===== src/rtl/router_pkg.sv =====
// router_pkg: shared widths, header layout and FSM states for router_pkt_tx
package router_pkg;
    localparam int ADDR_W = 2;
    localparam int LEN_W = 6;
    localparam int DATA_W = 8;
    localparam int HDR_ADDR_LSB = 0;
    localparam int HDR_LEN_LSB = ADDR_W;
    typedef enum logic [2:0] {S_IDLE, S_LOAD, S_HEADER, S_PAYLOAD, S_PARITY, S_GAP} state_e;
    function automatic logic [DATA_W-1:0] make_hdr(input logic [LEN_W-1:0] len, input logic [ADDR_W-1:0] addr);
        logic [DATA_W-1:0] h;
        h = '0;
        h[HDR_LEN_LSB +: LEN_W] = len;
        h[HDR_ADDR_LSB +: ADDR_W] = addr;
        return h;
    endfunction
endpackage


===== src/rtl/router_pkt_tx_if.sv =====
// router_pkt_tx_if: source and router side signals of router_pkt_tx
// err_inj exists only with ROUTER_TX_PARITY_ERR_INJ_EN defined
interface router_pkt_tx_if;
    import router_pkg::*;
    logic start;
    logic [ADDR_W-1:0] dest_addr;
    logic [LEN_W-1:0] pay_len;
    logic [DATA_W-1:0] pl_data;
    logic pl_valid;
    logic pl_ready;
    logic busy;
    logic pkt_valid;
    logic [DATA_W-1:0] data_out;
    logic tx_active;
    logic done;
    logic cmd_err;
`ifdef ROUTER_TX_PARITY_ERR_INJ_EN
    logic err_inj;
    modport master(output start, dest_addr, pay_len, pl_data, pl_valid, busy, err_inj,
                   input pl_ready, pkt_valid, data_out, tx_active, done, cmd_err);
    modport slave(input start, dest_addr, pay_len, pl_data, pl_valid, busy, err_inj,
                  output pl_ready, pkt_valid, data_out, tx_active, done, cmd_err);
`else
    modport master(output start, dest_addr, pay_len, pl_data, pl_valid, busy,
                   input pl_ready, pkt_valid, data_out, tx_active, done, cmd_err);
    modport slave(input start, dest_addr, pay_len, pl_data, pl_valid, busy,
                  output pl_ready, pkt_valid, data_out, tx_active, done, cmd_err);
`endif
endinterface


===== src/rtl/router_tx_buf.sv =====
// router_tx_buf: payload store, single write port, asynchronous read, no reset
module router_tx_buf #(
    parameter int DEPTH = 63,
    parameter int AW = 6,
    parameter int DW = 8
) (
    input  logic          clock,
    input  logic          we,
    input  logic [AW-1:0] waddr,
    input  logic [DW-1:0] wdata,
    input  logic [AW-1:0] raddr,
    output logic [DW-1:0] rdata
);
    logic [DW-1:0] mem [DEPTH];
    always_ff @(posedge clock) begin
        if (we) mem[waddr] <= wdata;
    end
    assign rdata = mem[raddr];
endmodule


===== src/rtl/router_pkt_tx.sv =====
// router_pkt_tx: buffers one packet payload, then sends header, payload, parity and an idle gap
// ROUTER_TX_PARITY_ERR_INJ_EN adds err_inj, which flips bit 0 of the parity byte
module router_pkt_tx
    import router_pkg::*;
#(
    parameter int IDLE_GAP = 2,
    parameter int MAX_LEN = 63
) (
    input logic clock,
    input logic reset,
    router_pkt_tx_if.slave bus
);
    localparam logic [3:0] GAP_LAST = 4'(IDLE_GAP - 1);
    state_e state_q, state_d;
    logic [LEN_W-1:0] wr_cnt_q, wr_cnt_d, rd_cnt_q, rd_cnt_d, len_q, len_d;
    logic [ADDR_W-1:0] addr_q, addr_d;
    logic [DATA_W-1:0] par_q, par_d, data_out_q, data_out_d, rd_data;
    logic [3:0] gap_cnt_q, gap_cnt_d;
    logic pkt_valid_q, pkt_valid_d, done_q, done_d, cmd_err_q, cmd_err_d, inj_q, inj_d, we, legal;

    router_tx_buf #(.DEPTH(MAX_LEN), .AW(LEN_W), .DW(DATA_W)) u_buf (
        .clock(clock),
        .we(we),
        .waddr(wr_cnt_q),
        .wdata(bus.pl_data),
        .raddr(rd_cnt_d),
        .rdata(rd_data)
    );

    assign legal = bus.dest_addr != 2'd3 && bus.pay_len != '0 && int'(bus.pay_len) <= MAX_LEN;
    assign we = state_q == S_LOAD && bus.pl_valid;

    always_comb begin
        state_d = state_q;
        wr_cnt_d = wr_cnt_q;
        rd_cnt_d = rd_cnt_q;
        len_d = len_q;
        addr_d = addr_q;
        par_d = par_q;
        gap_cnt_d = gap_cnt_q;
        inj_d = inj_q;
        done_d = 1'b0;
        cmd_err_d = 1'b0;
        case (state_q)
            S_IDLE: if (bus.start) begin
                if (legal) begin
                    state_d = S_LOAD;
                    len_d = bus.pay_len;
                    addr_d = bus.dest_addr;
                    par_d = '0;
                    wr_cnt_d = '0;
                    rd_cnt_d = '0;
`ifdef ROUTER_TX_PARITY_ERR_INJ_EN
                    inj_d = bus.err_inj;
`else
                    inj_d = 1'b0;
`endif
                end else cmd_err_d = 1'b1;
            end
            S_LOAD: if (bus.pl_valid) begin
                par_d = par_q ^ bus.pl_data;
                wr_cnt_d = wr_cnt_q + LEN_W'(1);
                state_d = wr_cnt_q == len_q - LEN_W'(1) ? S_HEADER : S_LOAD;
            end
            S_HEADER: if (!bus.busy) begin
                par_d = par_q ^ make_hdr(len_q, addr_q);
                state_d = S_PAYLOAD;
            end
            S_PAYLOAD: if (!bus.busy) begin
                state_d = rd_cnt_q == len_q - LEN_W'(1) ? S_PARITY : S_PAYLOAD;
                rd_cnt_d = rd_cnt_q == len_q - LEN_W'(1) ? rd_cnt_q : rd_cnt_q + LEN_W'(1);
            end
            S_PARITY: if (!bus.busy) begin
                state_d = S_GAP;
                gap_cnt_d = '0;
            end
            S_GAP: begin
                gap_cnt_d = gap_cnt_q + 4'd1;
                state_d = gap_cnt_q == GAP_LAST ? S_IDLE : S_GAP;
                done_d = gap_cnt_q == GAP_LAST;
            end
            default: state_d = S_IDLE;
        endcase
    end

    // Outputs are decoded from the next state so the flops line up with the state they describe
    always_comb begin
        pkt_valid_d = state_d == S_HEADER || state_d == S_PAYLOAD;
        data_out_d = state_d == S_HEADER ? make_hdr(len_d, addr_d) :
                     state_d == S_PAYLOAD ? rd_data :
                     state_d == S_PARITY ? par_d ^ {7'd0, inj_d} : '0;
    end

    always_ff @(posedge clock or posedge reset) begin
        if (reset) begin
            state_q <= S_IDLE;
            wr_cnt_q <= '0;
            rd_cnt_q <= '0;
            len_q <= '0;
            addr_q <= '0;
            par_q <= '0;
            gap_cnt_q <= '0;
            inj_q <= 1'b0;
            pkt_valid_q <= 1'b0;
            data_out_q <= '0;
            done_q <= 1'b0;
            cmd_err_q <= 1'b0;
        end else begin
            state_q <= state_d;
            wr_cnt_q <= wr_cnt_d;
            rd_cnt_q <= rd_cnt_d;
            len_q <= len_d;
            addr_q <= addr_d;
            par_q <= par_d;
            gap_cnt_q <= gap_cnt_d;
            inj_q <= inj_d;
            pkt_valid_q <= pkt_valid_d;
            data_out_q <= data_out_d;
            done_q <= done_d;
            cmd_err_q <= cmd_err_d;
        end
    end

    assign bus.pl_ready = state_q == S_LOAD;
    assign bus.tx_active = state_q != S_IDLE;
    assign bus.pkt_valid = pkt_valid_q;
    assign bus.data_out = data_out_q;
    assign bus.done = done_q;
    assign bus.cmd_err = cmd_err_q;
endmodule


===== src/flat_wrapper.sv =====
// flat-port wrapper written by rule: the top's interface ports become plain ports
module router_pkt_tx_flat import router_pkg::*;
#(
    parameter int IDLE_GAP = 2,
    parameter int MAX_LEN = 63
)
  (clock, reset, bus_start, bus_dest_addr, bus_pay_len, bus_pl_data, bus_pl_valid, bus_busy, bus_pl_ready, bus_pkt_valid, bus_data_out, bus_tx_active, bus_done, bus_cmd_err);
  router_pkt_tx_if bus_i ();
  input logic clock;
  input logic reset;
  input wire logic [$bits(bus_i.start)-1:0] bus_start;
  input wire logic [$bits(bus_i.dest_addr)-1:0] bus_dest_addr;
  input wire logic [$bits(bus_i.pay_len)-1:0] bus_pay_len;
  input wire logic [$bits(bus_i.pl_data)-1:0] bus_pl_data;
  input wire logic [$bits(bus_i.pl_valid)-1:0] bus_pl_valid;
  input wire logic [$bits(bus_i.busy)-1:0] bus_busy;
  output wire logic [$bits(bus_i.pl_ready)-1:0] bus_pl_ready;
  output wire logic [$bits(bus_i.pkt_valid)-1:0] bus_pkt_valid;
  output wire logic [$bits(bus_i.data_out)-1:0] bus_data_out;
  output wire logic [$bits(bus_i.tx_active)-1:0] bus_tx_active;
  output wire logic [$bits(bus_i.done)-1:0] bus_done;
  output wire logic [$bits(bus_i.cmd_err)-1:0] bus_cmd_err;
  assign bus_i.start = bus_start;
  assign bus_i.dest_addr = bus_dest_addr;
  assign bus_i.pay_len = bus_pay_len;
  assign bus_i.pl_data = bus_pl_data;
  assign bus_i.pl_valid = bus_pl_valid;
  assign bus_i.busy = bus_busy;
  assign bus_pl_ready = bus_i.pl_ready;
  assign bus_pkt_valid = bus_i.pkt_valid;
  assign bus_data_out = bus_i.data_out;
  assign bus_tx_active = bus_i.tx_active;
  assign bus_done = bus_i.done;
  assign bus_cmd_err = bus_i.cmd_err;
  router_pkt_tx #(.IDLE_GAP(IDLE_GAP), .MAX_LEN(MAX_LEN)) u_core (.clock(clock), .reset(reset), .bus(bus_i));
endmodule

===== config.mk =====
export PLATFORM = sky130hd
export DESIGN_NAME = router_pkt_tx_flat
export DESIGN_NICKNAME = d
export VERILOG_FILES = /design/src/rtl/router_pkg.sv /design/src/rtl/router_pkt_tx_if.sv /design/src/rtl/router_tx_buf.sv /design/src/rtl/router_pkt_tx.sv /design/src/flat_wrapper.sv
export SDC_FILE = /design/constraint.sdc
export NUM_CORES = 1
export LEC_CHECK = 0
export ABC_AREA = 0
export CAP_MARGIN = 20
export CORE_ASPECT_RATIO = 1.1
export CORE_MARGIN = 5
export CORE_UTILIZATION = 50
export CTS_CLUSTER_DIAMETER = 120
export DETAILED_ROUTE_END_ITERATION = 8
export PLACE_DENSITY_LB_ADDON = 0.1
export SYNTH_ARGS = -nofsm -noshare
export SYNTH_HDL_FRONTEND = slang
export SYNTH_SLANG_ARGS = --single-unit

===== constraint.sdc =====
create_clock -name clock -period 4.6 [get_ports clock]
set_input_delay 0.92 -clock clock [delete_from_list [all_inputs] [get_ports clock]]
set_output_delay 0.92 -clock clock [all_outputs]
set_load 0.02 [all_outputs]

After elaboration in Yosys (flattened, before gate mapping)

Memory sizes are Yosys's and may differ from the RTL's.
Cells that the tools add are included.

Bitwise logic cells: 3
$add $sub $neg: 4
Div/mod/pow operators: 0
Equal/unequal tests: 16
Reduce and logical (&&, ||, !) cells: 10
Muxes and demuxes: 44
$lt $le $gt $ge: 0
Shifts and indexed selects: 0
$mul: 0

Operators with widths:

| cell                                                                | count |
|---|---|
| 6-bit 2-to-1 mux                                                    | 10 |
| 8-bit 2-to-1 mux                                                    | 7 |
| 3-bit 2-to-1 mux                                                    | 8 |
| 6-bit one-hot mux with 2 select lines                               | 2 |
| 8-bit one-hot mux with 3 select lines                               | 1 |
| 3-bit one-hot mux with 6 select lines                               | 1 |
| 8-bit XOR                                                           | 2 |
| 6-bit by 1-bit adder with 6-bit output (second input constant)      | 2 |
| 3-bit by 2-bit == test with 1-bit output (second input constant)    | 4 |
| 6-bit == test                                                       | 2 |
| 3-bit == test (second input constant)                               | 3 |
| 1-bit 2-to-1 mux                                                    | 9 |
| 2-bit 2-to-1 mux                                                    | 4 |
| 2-bit inequality test (second input constant)                       | 4 |
| 4-bit one-hot mux with 2 select lines                               | 1 |
| 8-bit by 1-bit XOR with 8-bit output                                | 1 |
| 6-bit nonzero test                                                  | 1 |
| 6-bit by 1-bit subtractor with 6-bit output (second input constant) | 1 |
| 4-bit by 1-bit adder with 4-bit output (second input constant)      | 1 |
| 4-bit by 1-bit == test with 1-bit output (second input constant)    | 1 |
| 4-bit 2-to-1 mux                                                    | 1 |
| 4-bit AND reduction                                                 | 1 |
| 2-bit nonzero test                                                  | 2 |
| 3-bit by 1-bit == test with 1-bit output (second input constant)    | 1 |
| other kinds (6)                                                     | 7 |

Memory bits (read-only): 0
Memories: 1
Output and inout bits: 13
Latch bits: 0
Bits in writable memories: 504
Input port bits: 21
Flip-flop bits (word level): 47

Memories:

| name             | words | bits a word | rd ports | clocked after Yosys merged registers in | wr ports | line                | RTL |
|---|---|---|---|---|---|---|---|
| u_core.u_buf.mem | 63    | 8           | 1        | 0                                       | 1        | router_tx_buf.sv:14 | `logic [DW-1:0] mem [DEPTH];` |

Longest topological paths before layout

Gate-level depths: netlist of the first run.

Depth in word-level cells: 9
Gate-level depth with buffers: 17
Gate-level depth less buffers: 13

By module

A second synthesis of the first run with hierarchy kept.

Cells, all modules: 1233
Area total of the unflattened synthesis: 22544.1 um2

Modules (own cells, without submodules):

| module        | instances | cells each | seq. area each (um2) | area each (um2) |
|---|---|---|---|---|
| router_tx_buf | 1         | 941        | 15134.5              | 19646.3 |
| router_pkt_tx | 1         | 292        | 1176.1               | 2897.8 |

Least setup slack after synthesis of the first run

No wires, ideal clock.

Path type: input port to flip-flop
From: in bus_pay_len[3]
To: reg u_core.data_out_q[4], in the netlist u_core.bus.data_out[4]
Path buffers: 2
Arrival time: 4.244 ns
Cell stages on the path: 12
Required time: 4.457 ns
Path slack: 0.214 ns
Cells stage by stage: or4_1 o211a_2 or4b_4 mux2_2 buf_2 buf_2 and3_1 a2111oi_0 a311oi_1 a211o_1 a2111oi_0 o22ai_1

Longest elaborated chain between the ends: 9
Elaborated cells between the ends (all ways): 22

Ends and longest elaborated chain:

| what                                                                      | line                 | RTL |
|---|---|---|
| start, declared                                                           | flat_wrapper.sv:13   | `input wire logic [$bits(bus_i.pay_len)-1:0] bus_pay_len;` |
| 6-bit nonzero test *                                                      | router_pkt_tx.sv:30  | `assign legal = bus.dest_addr != 2'd3 && bus.pay_len != '0 && int'(bus.pay_len) <= MAX_LEN;` |
| 1-bit logical AND *                                                       | router_pkt_tx.sv:30  |  |
| parallel branches: the longest is 6 deep, another holds memory 63 x 8 bit | -                    |  |
| 8-bit 2-to-1 mux *                                                        | router_pkt_tx.sv:89  | `data_out_d = state_d == S_HEADER ? make_hdr(len_d, addr_d) :` |
| net u_core.data_out_d[4]                                                  | router_pkt_tx.sv:17  | `logic [DATA_W-1:0] par_q, par_d, data_out_q, data_out_d, rd_data;` |
| end signal, assigned                                                      | router_pkt_tx.sv:118 | `data_out_q <= data_out_d;` |
| end, declared                                                             | router_pkt_tx.sv:17  |  |

Mark *: on every way through the listed nets, which the timed path passes.
A chain may end at the register's enable or synchronous reset.

Worst setup path in the final report of the first run

From: in bus_pay_len[3]
To: reg u_core.data_out_q[7], in the netlist u_core.bus.data_out[7]

The elaborated chain is that of the path after synthesis.

==> flow_metrics.tcl, run 1 <==
set metrics [dict create \
    period_share 0.988 \
    crit_fanout 38 \
    ys.flop_type "edfxtp_1" \
    syn_avg_cell_area_sq_um 13.5 \
    clock.fmax_mhz 220 \
    netlist_area_sq_um 23100 \
    cts.path.max_buffers 3 \
    hold_viol 0 \
    drive_gt1_frac 0.183 \
    slowest_delay_ps 590 \
    die_x_um 215 \
    fp.coreArea_sq_um 45700 \
    ios 34 \
    clk_pin_slew_ps 60 \
    ys_ff_latch 551 \
    grt_first_pass_wirelength_um 105000 \
    area_delta_synth_final_pct 19.3 \
    grt_antenna_before_repair 0 \
    critPathBufInv 5 \
    dr_total_vias 15900 \
    drt_iter0_drc 1964 \
    ys_warn_count 0 \
    antennaDiodeCount 0 \
    m1WireLength_um 28900 \
    nNetsFinal 1944 \
    root_buffer "clkbuf_16" \
    synthCells 1706 \
    vias_per_cell 6.24 \
    power_density_nw_per_um2 625 \
    async_flop_share 0.0853 \
    cts_hold_buffers 0 \
    h-tree-depth 2 \
    dp_hpwl_um 47900 \
    maxUsedRoutingLayer "met4" \
    cp_slowest_cell "or4_1" \
    drv_slew 0 \
    rsz0062_at_grt "no" \
    endpoint_kind "flip-flop" \
    clk_latency_ps 620 \
    ys_types 81 \
    synth_edf_count 504 \
    holdCritPathClass "reg2reg" \
    io_buffer_count 33 \
    grt_use_total 0.278 \
    skew_ps 22.8 \
    worstMarginPinSlew_ps 1060 \
    p_leak_uw 0.0100 \
    crit_chain "clkdlybuf4s50_1 -> or4_1 -> o211a_2 -> or4b_4 -> mux2i_4 -> nor2_4 -> buf_6 -> inv_4 -> buf_12 -> buf_4 -> nand2_1 -> a32oi_1 -> nand4_1 -> o211a_1 -> o22ai_1" \
    placed_cell_area_sq_um 25500 \
    clock-sinks 551 \
    cp.arrival_ps 5070 \
    place_congestion 0.942 \
    wl_met2_um 32800 \
    period_needed_ps 4540 \
    num_rows 82 \
    cts_buffers 55 \
    synth-seq-area-share 0.706 \
    worstSetupPathType "in2reg" \
    ir_drop_mv 0.351 \
    grt_max_degree 65 \
    antenna_left 0 \
    outcome "complete, no violations" \
    initial_core_util 0.506 \
    cts_tree "built" \
    slew_headroom 0.292 \
    worstSetupStartpointType "input pin" \
    cp.required_ps 5130 \
    dr_wl_met3_um 6810 \
    firstDrtPassIters 6 \
    wl_per_cell_um 28.2 \
    fp.dieArea_sq_um 50600 \
    fp.dieH_um 235 \
    grt_overflow 0 \
    wl_um 71800 \
    final_area_sq_um 27600 \
    finalSetupViolCount 0 \
    drc 0 \
    total_power_uw 17200 \
    crit_family "simple AND/OR/NAND/NOR gates" \
    max-cap-violations 0 \
    grt_pass1_vias 15400 \
    synth_nets 1732 \
]
## state kept, by name (all words and copies together) (netlist names), 2 cells and up
register / flops
u_core.u_buf.mem: 504
u_core.addr_q: 2
u_core.state_q: 3
u_core.rd_cnt_q: 6
u_core.bus.data_out: 8
u_core.len_q: 6
u_core.par_q: 8
u_core.wr_cnt_q: 6
u_core.gap_cnt_q: 4
## worst paths after layout
kind | endpoint | start | cells after the start | slack [ps]
setup / recovery | u_core.bus.data_out[7] | bus_pay_len[3] | 15 | 60
hold / removal | u_core.inj_q | u_core.inj_q | 1 | 510
setup reg to reg | u_core.bus.data_out[4] | u_core.len_q[2] | 16 | 170
hold reg to reg | u_core.inj_q | u_core.inj_q | 1 | 510
max in group asynchronous | u_core.bus.data_out[4] | reset | 3 | 3160
min in group asynchronous | u_core.rd_cnt_q[5] | reset | 2 | 620
## layout by cell type (no fill, tap or decap), drive strengths merged, types with 11 or more instances in the layout
cell type and count:
mux2i 69, a32oi 12, nand2b 14, a211oi 36, a21oi 68, a221oi 15
nand2 285, o21ai 47, clkbuf 63, nand3 55, a22oi 13, xnor2 16
clkinv 24, dfrtp 47, a2111oi 19, a31o 12, buf 238, edfxtp 504
a31oi 23, and3 47, a221o 12, clkdlybuf4s50 25, a311oi 22, nor3 19
inv 22, nor2 99, bufinv 11
## cells in the mapped netlist (5+ instances only)
| cell type | instances | area share |
|---|---|---|
| nand4_1 | 8 | 0.0022 |
| a2111oi_0 | 18 | 0.0068 |
| a31o_2 | 8 | 0.0030 |
| and3_1 | 47 | 0.013 |
| inv_1 | 18 | 0.0029 |
| a311oi_1 | 22 | 0.0083 |
| nor2b_1 | 5 | 0.0014 |
| a31oi_1 | 23 | 0.0062 |
| o221ai_1 | 6 | 0.0023 |
| o311ai_0 | 7 | 0.0027 |
| edfxtp_1 | 504 | 0.66 |
| a221o_1 | 12 | 0.0052 |
| a22oi_1 | 13 | 0.0042 |
| buf_1 | 20 | 0.0032 |
| a21oi_1 | 68 | 0.015 |
| a32oi_1 | 12 | 0.0045 |
| nor3_1 | 18 | 0.0039 |
| a32o_1 | 5 | 0.0022 |
| nand3_1 | 55 | 0.012 |
| nand2b_1 | 14 | 0.0038 |
| mux2_2 | 6 | 0.0029 |
| clkbuf_1 | 51 | 0.0083 |
| ha_1 | 5 | 0.0027 |
| mux2i_1 | 68 | 0.029 |
| buf_2 | 34 | 0.0074 |
| a211oi_1 | 36 | 0.012 |
| or3_1 | 7 | 0.0019 |
| nor2_1 | 98 | 0.016 |
| a22o_1 | 5 | 0.0019 |
| xor2_1 | 7 | 0.0027 |
| o211ai_1 | 8 | 0.0026 |
| and2_1 | 7 | 0.0019 |
| nand2_1 | 285 | 0.046 |
| dfrtp_1 | 47 | 0.051 |
| a221oi_1 | 14 | 0.0053 |
| o21ai_0 | 47 | 0.010 |
| xnor2_1 | 16 | 0.0061 |
| o22ai_1 | 8 | 0.0022 |
## stage by stage
step / util / worst slack, ps / cells / TNS [ps] / hold slack (ps)
after CTS: 0.602 / 7.77 / 2548 / 0 / 516
final: 0.604 / 55.6 / 2551 / 0 / 512
after floorplan: - / 214 / 1706 / 0 / 467
after global placement: 0.559 / -1010 / 2446 / -5560 / 494
after detailed placement: 0.559 / -989 / 2446 / -5700 / 498
after global routing: 0.604 / 0.0404 / 2551 / 0 / 547
## worst reg2reg max path, delay by kind of cell, from the launching register on
| family | cells | cell delay, ps |
|---|---|---|
| compound gates | 5 | 1370 |
| xor+xnor | 1 | 350 |
| buf+inv | 6 | 1080 |
| flops | 1 | 470 |
| mux | 1 | 200 |
| simple gates | 3 | 810 |
## cells by family after synthesis
family                     Yosys count  share of synthesized area
buffers and inverters              128                     0.0235
and+or+nand+nor                    563                      0.109
xor gates and xnor gates            27                     0.0126
DFF                                551                      0.706
adders and majority gates            5                    0.00271
muxes                               76                     0.0340
AOI/OAI and AO/OA                  356                      0.112
## report_power, final
part / leakage [uW] / switching [uW] / internal, uW
logic: 0.00397 / 3960 / 2580
registers: 0.00514 / 199 / 5690
clock network: 0.000930 / 1950 / 2840
## per-layer routing
| layer | vias to the layer above | global-route usage |
|---|---|---|
| met4 | 0 | 0.120 |
| met2 | 821 | 0.429 |
| met5 | - | 0 |
| met3 | 157 | 0.0530 |
| met1 | 7943 | 0.390 |
| li1 | 6995 | - |
## area by class of cell
class | instances | area, sq um
Tap cell | 588 | 736
Clock buffer | 63 | 1430
Timing Repair Buffer | 263 | 2200
Sequential cell | 551 | 16300
Multi-Input combinational cell | 1027 | 6320
Fill cell | 3545 | 18100
Clock inverter | 39 | 478
Inverter | 20 | 77.6
## timing repair
item,4_1_cts,5_1_grt
endpoints found under the setup margin,6,6
gates resized for setup,16,7
pin swaps,2,4
setup buffers,0,3
hold endpoints to repair,0,0
Power figures use the tool's default switching activity.
==> run 2: changes to the inputs <==
--- a/config.mk
+++ b/config.mk
@@ -8,8 +8,8 @@
 export ABC_AREA = 0
 export CAP_MARGIN = 20
 export CORE_ASPECT_RATIO = 1.1
-export CORE_MARGIN = 5
-export CORE_UTILIZATION = 50
+export CORE_MARGIN = 1
+export CORE_UTILIZATION = 35
 export CTS_CLUSTER_DIAMETER = 120
 export DETAILED_ROUTE_END_ITERATION = 8
 export PLACE_DENSITY_LB_ADDON = 0.1
==> run 2 against run 1 <==
The flow now finishes with violations (DRC). Routed wire length grew 8.9%. Die area up 32%. Utilization down 17 points. Global-route usage is 4.4 points lower. Count of clock-buffer cells in the layout increased by 3. Final cell count rose by 12%. Design area is 2.6% higher. Sequential share of layout area is 1.5 points lower. Sequential power hardly changed. Sequential cell count unchanged. Clock power shrank 9.0%. First-iteration DRC count shrank 33%. Critical path type unchanged. Critical endpoint is now u_core.bus.data_out[4]. Largest cell class unchanged. Largest power group unchanged.
==> flow_metrics.tcl, run 2 (synthesis gave the netlist of run 1 again) <==
set metrics [dict create \
    outcome "complete, but fails checks" \
    skew_ps 25.8 \
    clkPwrFrac 0.254 \
    final_util 0.434 \
    cts_buffers 58 \
    num_rows 98 \
    vias_per_cell 5.52 \
    dp_slack_ps -779 \
    fp.coreArea_sq_um 65100 \
    period_share 0.969 \
    whs_ps 530 \
    p_comb_frac 0.402 \
    holdCritPathClass "reg2reg" \
    initial_core_util 0.355 \
    cp.arrival_ps 4930 \
    clock.fmax_mhz 224 \
    nNetsFinal 2003 \
    die_x_um 247 \
    drc 8 \
    cp.required_ps 5070 \
    setup_ws_ps 143 \
    grt_antenna_before_repair 2 \
    max-cap-violations 0 \
    power_density_nw_per_um2 607 \
    antennaDiodeCount 0 \
    ir_drop_mv 0.321 \
    place_congestion 0.892 \
    switching_power_uw 6260 \
    final_area_sq_um 28300 \
    fp.dieH_um 271 \
    ios 34 \
    placed_cell_area_sq_um 26500 \
    io_buffer_count 33 \
    p_int_uw 10900 \
    antenna_left 0 \
    violations "DRC" \
    grt_overflow 0 \
    startpoint "bus_pay_len[3]" \
    p_leak_uw 0.0103 \
    endpoint_kind "flip-flop" \
    finalSetupViolCount 0 \
    clk_latency_ps 630 \
    layout_commonest_cell "edfxtp_1" \
    r2r_start "u_core.len_q[2]" \
    period_needed_ps 4460 \
    min_from "u_core.addr_q[0]" \
    largest_reg_flops 504 \
    firstDrtPassIters 7 \
    pwr-share-seq 0.344 \
    hold_viol 0 \
    cts.path.max_buffers 3 \
    drv_slew 0 \
    fin_cells 2865 \
    clock-sinks 551 \
    area_delta_synth_final_pct 22.4 \
    regMostFlops "u_core.u_buf.mem" \
    p_sw_frac 0.365 \
    cts_hold_buffers 0 \
    crit_fanout 7 \
    h-tree-depth 2 \
    drive_gt1_frac 0.206 \
    worstSetupStartpointType "input pin" \
    grt_max_degree 64 \
    clk_pin_slew_ps 60 \
    drt_iter0_drc 1325 \
    slew_headroom 0.364 \
    grt_first_pass_wirelength_um 112000 \
    dr_total_vias 15800 \
    wl_per_cell_um 27.3 \
    fp.dieArea_sq_um 67000 \
    dp_hpwl_um 54600 \
    worstMarginPinSlew_ps 929 \
    worstSetupPathType "in2reg" \
    root_buffer "clkbuf_16" \
    cts_tree "built" \
    final_cell_mix "504 x edfxtp_1, 285 x nand2_1, 258 x buf_4" \
    rsz0062_at_grt "no" \
    dp_cells 2764 \
    grt_use_total 0.234 \
    wl_um 78300 \
    grt_pass1_vias 15800 \
]
==> run 2: cell types whose count changed in the layout (fill, tap and decap cells not counted), sizes merged <==
cell / before / now
bufinv: 11 / 2
clkbuf: 63 / 66
inv: 22 / 20
clkinv: 24 / 25
clkinvlp: 2 / 5
buf: 238 / 294
==> run 2: worst paths after layout <==
check	cells after the start	slack, ps	to
setup / recovery	13	140	u_core.bus.data_out[4]
hold / removal	2	530	u_core.addr_q[0]
setup reg to reg	13	240	u_core.bus.data_out[1]
hold reg to reg	2	530	u_core.addr_q[0]
max in group asynchronous	3	3110	u_core.bus.data_out[4]
min in group asynchronous	2	600	u_core.gap_cnt_q[2]
==> run 2: stage by stage <==
| step | TNS, ps | power (uW) |
|---|---|---|
| finish | 0 | 17200 |
| global route | 0 | 17900 |
| CTS | 0 | 17200 |
| detailed placement | -3990 | 12800 |
| global placement | -4340 | 12800 |
| floorplan | 0 | 9530 |
==> run 2: repair_timing <==
item                       CTS  global route
setup endpoints to repair    4             4
pin swaps                    1             1
buffers inserted             2             1
gates resized for setup      5            16
==> run 2: cell type report <==
type	instances	area (sq um)
inverters	20	81.3
clock buffers	66	1500
flip-flops and latches	551	16300
well taps	850	1060
repair buffers	319	2770
fillers	5991	36800
clock inverters	32	209
multi-input cells	1027	6340
==> run 2: routing by layer <==
metal / wire, um / vias up / global-route usage
li1: - / 7103 / -
met1: 33600 / 8117 / 0.317
met2: 37800 / 483 / 0.385
met3: 4170 / 118 / 0.0319
met4: 2580 / 4 / 0.0798
met5: 33 / - / 0
==> run 2: critical path: stages <==
cell	delay, ps
clkdlybuf4s50_1	420
or4_1	570
o211a_2	320
or4b_4	570
mux2_2	340
buf_12	150
and3_1	160
a2111oi_2	360
a311oi_1	120
a211o_1	330
a2111oi_4	370
buf_2	210
o22ai_1	80
==> run 2: power by group through the flow <==
stage	Combinational, uW	Clock (uW)	Sequential [uW]
5_1_grt	7370	4630	5920
4_1_cts	6860	4450	5890
2_1_floorplan	3600	0	5940
3_3_place_gp	6780	0	5990
3_5_place_dp	6800	0	5990
6_report	6900	4360	5890
